## src/rtl/rd_req_arbiter.sv

```systemverilog
// rd_req_arbiter: round-robin consumer of SLAVE_NUM FWFT read-request FIFOs,
// driving one registered AR channel toward a single downstream master port.
// The winning FIFO index is sent as m_arid so read data can be routed back.
// Optional feature macro: RD_ARB_OUTST_LIMIT_EN adds the rsp_done port and
// caps in-flight reads (including the one held on the AR register) at MAX_OUTST.
module rd_req_arbiter #(
  parameter  int unsigned AWIDTH    = 32,
  parameter  int unsigned SLAVE_NUM = 2,
  parameter  int unsigned MAX_OUTST = 4,
  localparam int unsigned IDW       = (SLAVE_NUM > 1) ? $clog2(SLAVE_NUM) : 1
) (
  input  logic                        aclk,
  input  logic                        areset,
  input  logic [SLAVE_NUM-1:0]        req,
  input  logic [SLAVE_NUM*AWIDTH-1:0] addr,
  output logic [SLAVE_NUM-1:0]        rd_en,
  output logic [AWIDTH-1:0]           m_araddr,
  output logic [IDW-1:0]              m_arid,
  output logic                        m_arvalid,
  input  logic                        m_arready
`ifdef RD_ARB_OUTST_LIMIT_EN
  ,
  input  logic                        rsp_done
`endif
);

  // Reject meaningless configurations at elaboration
  if (SLAVE_NUM < 1 || MAX_OUTST < 1) begin : g_cfg_err
    $error("rd_req_arbiter: SLAVE_NUM and MAX_OUTST must be >= 1");
  end

  logic              arvalid_q, arvalid_d;
  logic [AWIDTH-1:0] araddr_q, araddr_d;
  logic [IDW-1:0]    arid_q, arid_d;
  logic [IDW-1:0]    last_q, last_d;
  logic [IDW-1:0]    win;
  logic [IDW-1:0]    idx;
  logic              free;
  logic              limit_ok;
  logic              grant;
  logic [AWIDTH-1:0] addr_a [SLAVE_NUM];

  assign m_arvalid = arvalid_q;
  assign m_araddr  = araddr_q;
  assign m_arid    = arid_q;

  // Split the flat head-address bus into one entry per FIFO
  for (genvar i = 0; i < SLAVE_NUM; i++) begin : g_unpack
    assign addr_a[i] = addr[i*AWIDTH +: AWIDTH];
  end

`ifdef RD_ARB_OUTST_LIMIT_EN
  localparam int unsigned CW = $clog2(MAX_OUTST + 1);

  logic [CW-1:0] cnt_q, cnt_d;
  logic          ar_hs;
  logic          rsp_dec;

  // Outstanding-read count; a rsp_done with nothing in flight is dropped
  always_comb begin
    ar_hs   = arvalid_q && m_arready;
    rsp_dec = rsp_done && (cnt_q != '0);
    cnt_d   = cnt_q;
    if (ar_hs && !rsp_dec) begin
      cnt_d = cnt_q + CW'(1);
    end else if (!ar_hs && rsp_dec) begin
      cnt_d = cnt_q - CW'(1);
    end
    limit_ok = (32'(cnt_q) + 32'(arvalid_q)) < MAX_OUTST;
  end

  // Outstanding counter register
  always_ff @(posedge aclk or posedge areset) begin
    if (areset) begin
      cnt_q <= '0;
    end else begin
      cnt_q <= cnt_d;
    end
  end
`else
  assign limit_ok = 1'b1;
`endif

  // Round-robin pick: nearest requester after the last grant, wrapping;
  // lower offsets are visited last so they take priority
  always_comb begin
    win = last_q;
    idx = '0;
    for (int unsigned k = SLAVE_NUM; k >= 1; k--) begin
      idx = IDW'((32'(last_q) + k) % SLAVE_NUM);
      if (req[idx]) begin
        win = idx;
      end
    end
  end

  // Grant, pop strobe and next AR register contents
  always_comb begin
    free      = !arvalid_q || m_arready;
    grant     = free && (|req) && limit_ok && !areset;
    rd_en     = '0;
    arvalid_d = arvalid_q;
    araddr_d  = araddr_q;
    arid_d    = arid_q;
    last_d    = last_q;
    if (grant) begin
      rd_en = SLAVE_NUM'(1) << win;
    end
    if (free) begin
      arvalid_d = grant;
      if (grant) begin
        araddr_d = addr_a[win];
        arid_d   = win;
        last_d   = win;
      end
    end
  end

  // AR register and round-robin pointer; pointer reset makes FIFO 0 win first
  always_ff @(posedge aclk or posedge areset) begin
    if (areset) begin
      arvalid_q <= 1'b0;
      araddr_q  <= '0;
      arid_q    <= '0;
      last_q    <= IDW'(SLAVE_NUM - 1);
    end else begin
      arvalid_q <= arvalid_d;
      araddr_q  <= araddr_d;
      arid_q    <= arid_d;
      last_q    <= last_d;
    end
  end

endmodule

```

## config.mk

```make
export PLATFORM = sky130hd
export DESIGN_NAME = rd_req_arbiter
export DESIGN_NICKNAME = d
export VERILOG_FILES = /design/src/rtl/rd_req_arbiter.sv
export SDC_FILE = /design/constraint.sdc
export NUM_CORES = 1
export LEC_CHECK = 0
export ABC_AREA = 1
export CAP_MARGIN = 25
export CORE_UTILIZATION = 35
export DETAILED_ROUTE_END_ITERATION = 8
export GPL_ROUTABILITY_DRIVEN = 0
export GPL_TIMING_DRIVEN = 0
export HOLD_SLACK_MARGIN = 0.06
export PLACE_DENSITY = 0.74
export SKIP_LAST_GASP = 1
export SLEW_MARGIN = 25
export SYNTH_ARGS = -nofsm -noshare
export SYNTH_HDL_FRONTEND = slang
export SYNTH_SLANG_ARGS = --single-unit
```

## constraint.sdc

```tcl
create_clock -name aclk -period 2.1 [get_ports aclk]
set_clock_uncertainty 0.05 [all_clocks]
set_input_delay 0.42 -clock aclk [delete_from_list [all_inputs] [get_ports aclk]]
set_output_delay 0.42 -clock aclk [all_outputs]
set_load 0.02 [all_outputs]
```

Yosys cells after proc, flatten, opt, wreduce, memory -nomap -nowiden
Cells that the tools add are included.
{"block": "totals", "ff_bits": 35, "in_bits": 69, "output_inout_bits": 36, "word_cells": 28}
{"block": "classes", "n_addsub": 2, "magnitude_cmp": 3, "shifts": 1, "mux": 10, "n_bitwise": 1, "n_reduce_logical": 7}
{"op": "32-bit 2-to-1 mux", "count": 3}
{"op": "1-bit 2-to-1 mux", "count": 6}
{"op": "1-bit by 2-bit < comparator with 1-bit output, second input constant", "count": 2}
{"op": "1-bit adder, second input constant", "count": 2}
{"op": "2-bit >= comparator, second input constant", "count": 1}
{"op": "1-bit logical AND", "count": 2}
{"op": "1-bit logical NOT", "count": 2}
{"op": "2-bit 2-to-1 mux", "count": 1}
{"op": "1-bit NOT with 2-bit output", "count": 1}
{"op": "2-bit AND reduction", "count": 1}
{"op": "2-bit OR reduction", "count": 1}
{"op": "1-bit by 1-bit left shift with 2-bit output, first input constant", "count": 1}
{"op": "1-bit logical OR", "count": 1}

Longest topological paths before layout
{"block": "logic_depth", "ltp_word": 9, "ltp_mapped": 7, "depth_no_buf": 6}

Worst setup path after synthesis
Ideal clock, no wire load.
{"block": "synth_path", "kind": "input-to-output", "startpoint": "input port areset", "endpoint": "output port rd_en[0]", "t_arrival_ns": 1.996, "required_ns": 1.630, "path_slack_ns": -0.366, "path_stages": 6, "n_path_buf": 1, "path_cell_list": "inv_1 > o21ai_2 > inv_1 > nand2_2 > buf_4 > nor2_1"}
{"block": "synth_between", "elab_chain_len": 3}
{"element": "from (decl)", "line": "13", "text": "input logic areset,"}
{"element": "1-bit logical NOT (no line)"}
{"element": "1-bit logical AND", "line": "100", "text": "grant = free && (|req) && limit_ok && !areset;"}
{"element": "2-bit 2-to-1 mux", "line": "106", "text": "if (grant) begin"}
{"element": "to (decl)", "line": "16", "text": "output logic [SLAVE_NUM-1:0] rd_en,"}
No other way between the ends.

Final worst setup path
{"block": "layout_path", "startpoint": "input port m_arready", "endpoint": "output port rd_en[0]"}
{"block": "layout_between", "elab_chain_len": 4}
{"element": "from (decl)", "line": "20", "text": "input logic m_arready"}
{"element": "1-bit logical OR", "line": "99", "text": "free = !arvalid_q || m_arready;"}
{"element": "1-bit logical AND (2 in a row)", "line": "100"}
{"element": "2-bit 2-to-1 mux", "line": "106"}
No other way between the ends.

==> flow_summary.yaml <==
run_status:
  outcome: "completed"
setup_path:
  crit_chain: "clkdlybuf4s50_1 > nor2_2 > inv_1 > nand2_4 > buf_4 > nor2_1 > buf_4"
  cp.depth: 7
  critPathKind: "input port to output pin"
  cp_slowest_cell: "clkdlybuf4s50_1"
  start_kind: "input port"
  cpMostUsedCell: "buf_4"
  cp-end-kind: "output pin"
  crit_required_ns: 1.63
  slowest_delay_ns: 0.47
  path_max_fanout: 10
  critPathArrivalTime_ns: 1.55
  r2r.worst_path.cells: 7
  cp_top_family: "buffers and inverters"
  cp_num_buf_inv: 4
floorplan:
  start_util_pct: 37.1
  fp.dieArea_um2: 5820
  rows: 26
  die_h_um: 76.3
  core_um2: 5200
  fp.dieW_um: 76.3
  ios: 105
routing:
  postRouteAntennaNets: 0
  avgRoutedWirePerCell_um: 13.0
  via_count: 2150
  drt-pass1-iter-count: 4
  via_per_inst: 4.70
  drc_errors: 0
  drt_iter0_markers: 98
  routed_wl_um: 5950
pwr:
  power_density_nw_per_um2: 836
  ir_drop_mv: 0.350
  fin_total_pwr_mw: 2.71
  leakage_nw: 1.65
logic_synthesis:
  ys_warn_count: 0
  synth_seq_cells: 35
  yosysSeqAreaShare_pct: 45.4
  synthTopCellsByArea: "dfrtp_1, nand2_1, nand3_1"
  synth_compound_area_share_pct: 0.454
  synth_top_cell_by_area: "dfrtp_1"
  synthSimpleGateAreaFrac_pct: 44.8
  synthAdderAreaFrac_pct: 0
  muxShareOfSynthArea_pct: 0
  syn-cell-area_um2: 1930
  synthCells: 269
  synth_top_family_by_area: "simple AND/OR/NAND/NOR gates"
  synthXorXnorAreaFrac_pct: 0
  synth_cell_type_count: 13
  syn-num-nets: 338
  syn_area_per_cell_um2: 7.18
  synth_top_area_share_pct: 44.1
clocking:
  cts_root_buf: "clkbuf_8"
  cts_tree: "yes"
  hold_buffers: 0
  clkTransAtPathRegs_ns: 0.07
  htreeDepth: 2
  numCtsBuffers: 5
  numClockSinks: 35
  clk_latency_ns: 0.28
  clockBufferDepth: 2
cells_and_area:
  drive_above_1_share_pct: 11.4
  layout.cells.non_filler: 457
  n_fill_cell: 493
  fin_nets: 455
  antennaDiodeCount: 0
  post-route-util_pct: 62.1
  area_growth_pct: 67.5
place:
  numPortBuffers: 104
  place_inst: 443
  place_ws_ns: -1.38
  hpwlAfterDp_um: 4050
sta:
  fin_crit_ns: 2.02
  slew_viol_final: 0
  worstMarginPinSlew_ns: 0.424
  slew_headroom_pct: 71.6
  fin_crit_sh_pct: 96.1
  tns_ns: 0
  setup_viol: 0
  fin_ws_ns: 0.0825
  hold_viol_final: 0
  fmax_mhz: 496
global_routing:
  grtUsageTotal_pct: 21.5
  antenna_found_initial: 0
  grt_max_degree: 19
  grt_pass1_vias: 2074
  grt_pass1_wl_um: 9890
  grt.overflow.total: 0
min_path:
  hold_class: "input port to asynchronous set/reset pin"
flow_run:
  max_cap_viol_count: 0
-- logic make-up after synthesis --
| group | count (synthesis) |
|---|---|
| AO/OA/AOI/OAI | 1 |
| buffers and inverters | 26 |
| flip-flops | 35 |
| AND/OR/NAND/NOR | 207 |
-- path summary, 6_finish.rpt --
path / start / to / slack [ns]
worst max-delay path: m_arready / rd_en[0] / 0.08
worst min-delay path: areset / m_araddr[12]$_DFFE_PP0P_ / 0.12
worst max register to register: last_q$_DFFE_PP1P_ / m_araddr[10]$_DFFE_PP0P_ / 0.65
worst min register to register: m_araddr[23]$_DFFE_PP0P_ / m_araddr[23]$_DFFE_PP0P_ / 0.43
max in group asynchronous: areset / last_q$_DFFE_PP1P_ / 1.40
min in group aclk: m_araddr[23]$_DFFE_PP0P_ / m_araddr[23]$_DFFE_PP0P_ / 0.43
-- what timing repair did --
action                                  CTS  global route
cloned                                    1             0
resized for setup                        19             4
setup buffers                             4             1
pin swaps                                 2             1
endpoints found under the setup margin   36             2
-- placed cells by master, fill, tap and decap left out, types with 2 or more instances in the layout --
cell type,instances
clkbuf_8,7
clkdlybuf4s50_1,99
buf_4,14
inv_1,6
buf_2,4
dlygate4sd2_1,2
nand3_1,64
dfrtp_1,34
buf_6,6
nand2_1,136
nand2_4,2
-- synth_stat cells, drive strengths merged --
cell / instances
buf: 18
inv: 8
dfstp: 1
nand3: 64
o21ai: 1
nor2: 3
dfrtp: 34
nand2: 140
-- sequential cells by signal, indices dropped and copies added, names as in the netlist --
name / cells
m_araddr: 32
last_q: 1
m_arid: 1
m_arvalid: 1
-- report_power, final --
group,switching (mW),leakage [nW],total (mW),internal [mW]
registers,0.0898,0.431,0.926,0.836
logic,0.638,1.16,1.23,0.596
clock network,0.246,0.0515,0.545,0.300
total,0.973,1.65,2.71,1.73
-- metal layers --
metal / track usage, % / vias up / wire length (um)
li1: - / 1084 / -
met1: 27.6 / 986 / 2610
met2: 36.0 / 72 / 2860
met3: 5.51 / 8 / 423
met4: 5.19 / 0 / 53
met5: 0 / - / 0
-- cell type report --
class	instances	area (um2)	share of cell area [%]
repair buffers	110	1080	33.3
multi-input cells	208	910	28.1
flip-flops and latches	35	877	27.1
plain buffers	17	143	4.41
clock buffers	8	100	3.09
well taps	70	87.6	2.71
inverters	8	33.8	1.04
repair inverters	1	5.00	0.155
-- through the flow --
stage / instance area [um2] / hold slack [ns]
5_1_grt: 3230 / 0.131
2_1_floorplan: 1930 / 0.325
4_1_cts: 3210 / 0.435
3_3_place_gp: 3060 / 0.410
6_report: 3230 / 0.121
3_5_place_dp: 3060 / 0.416
Power figures use the tool's default switching activity.
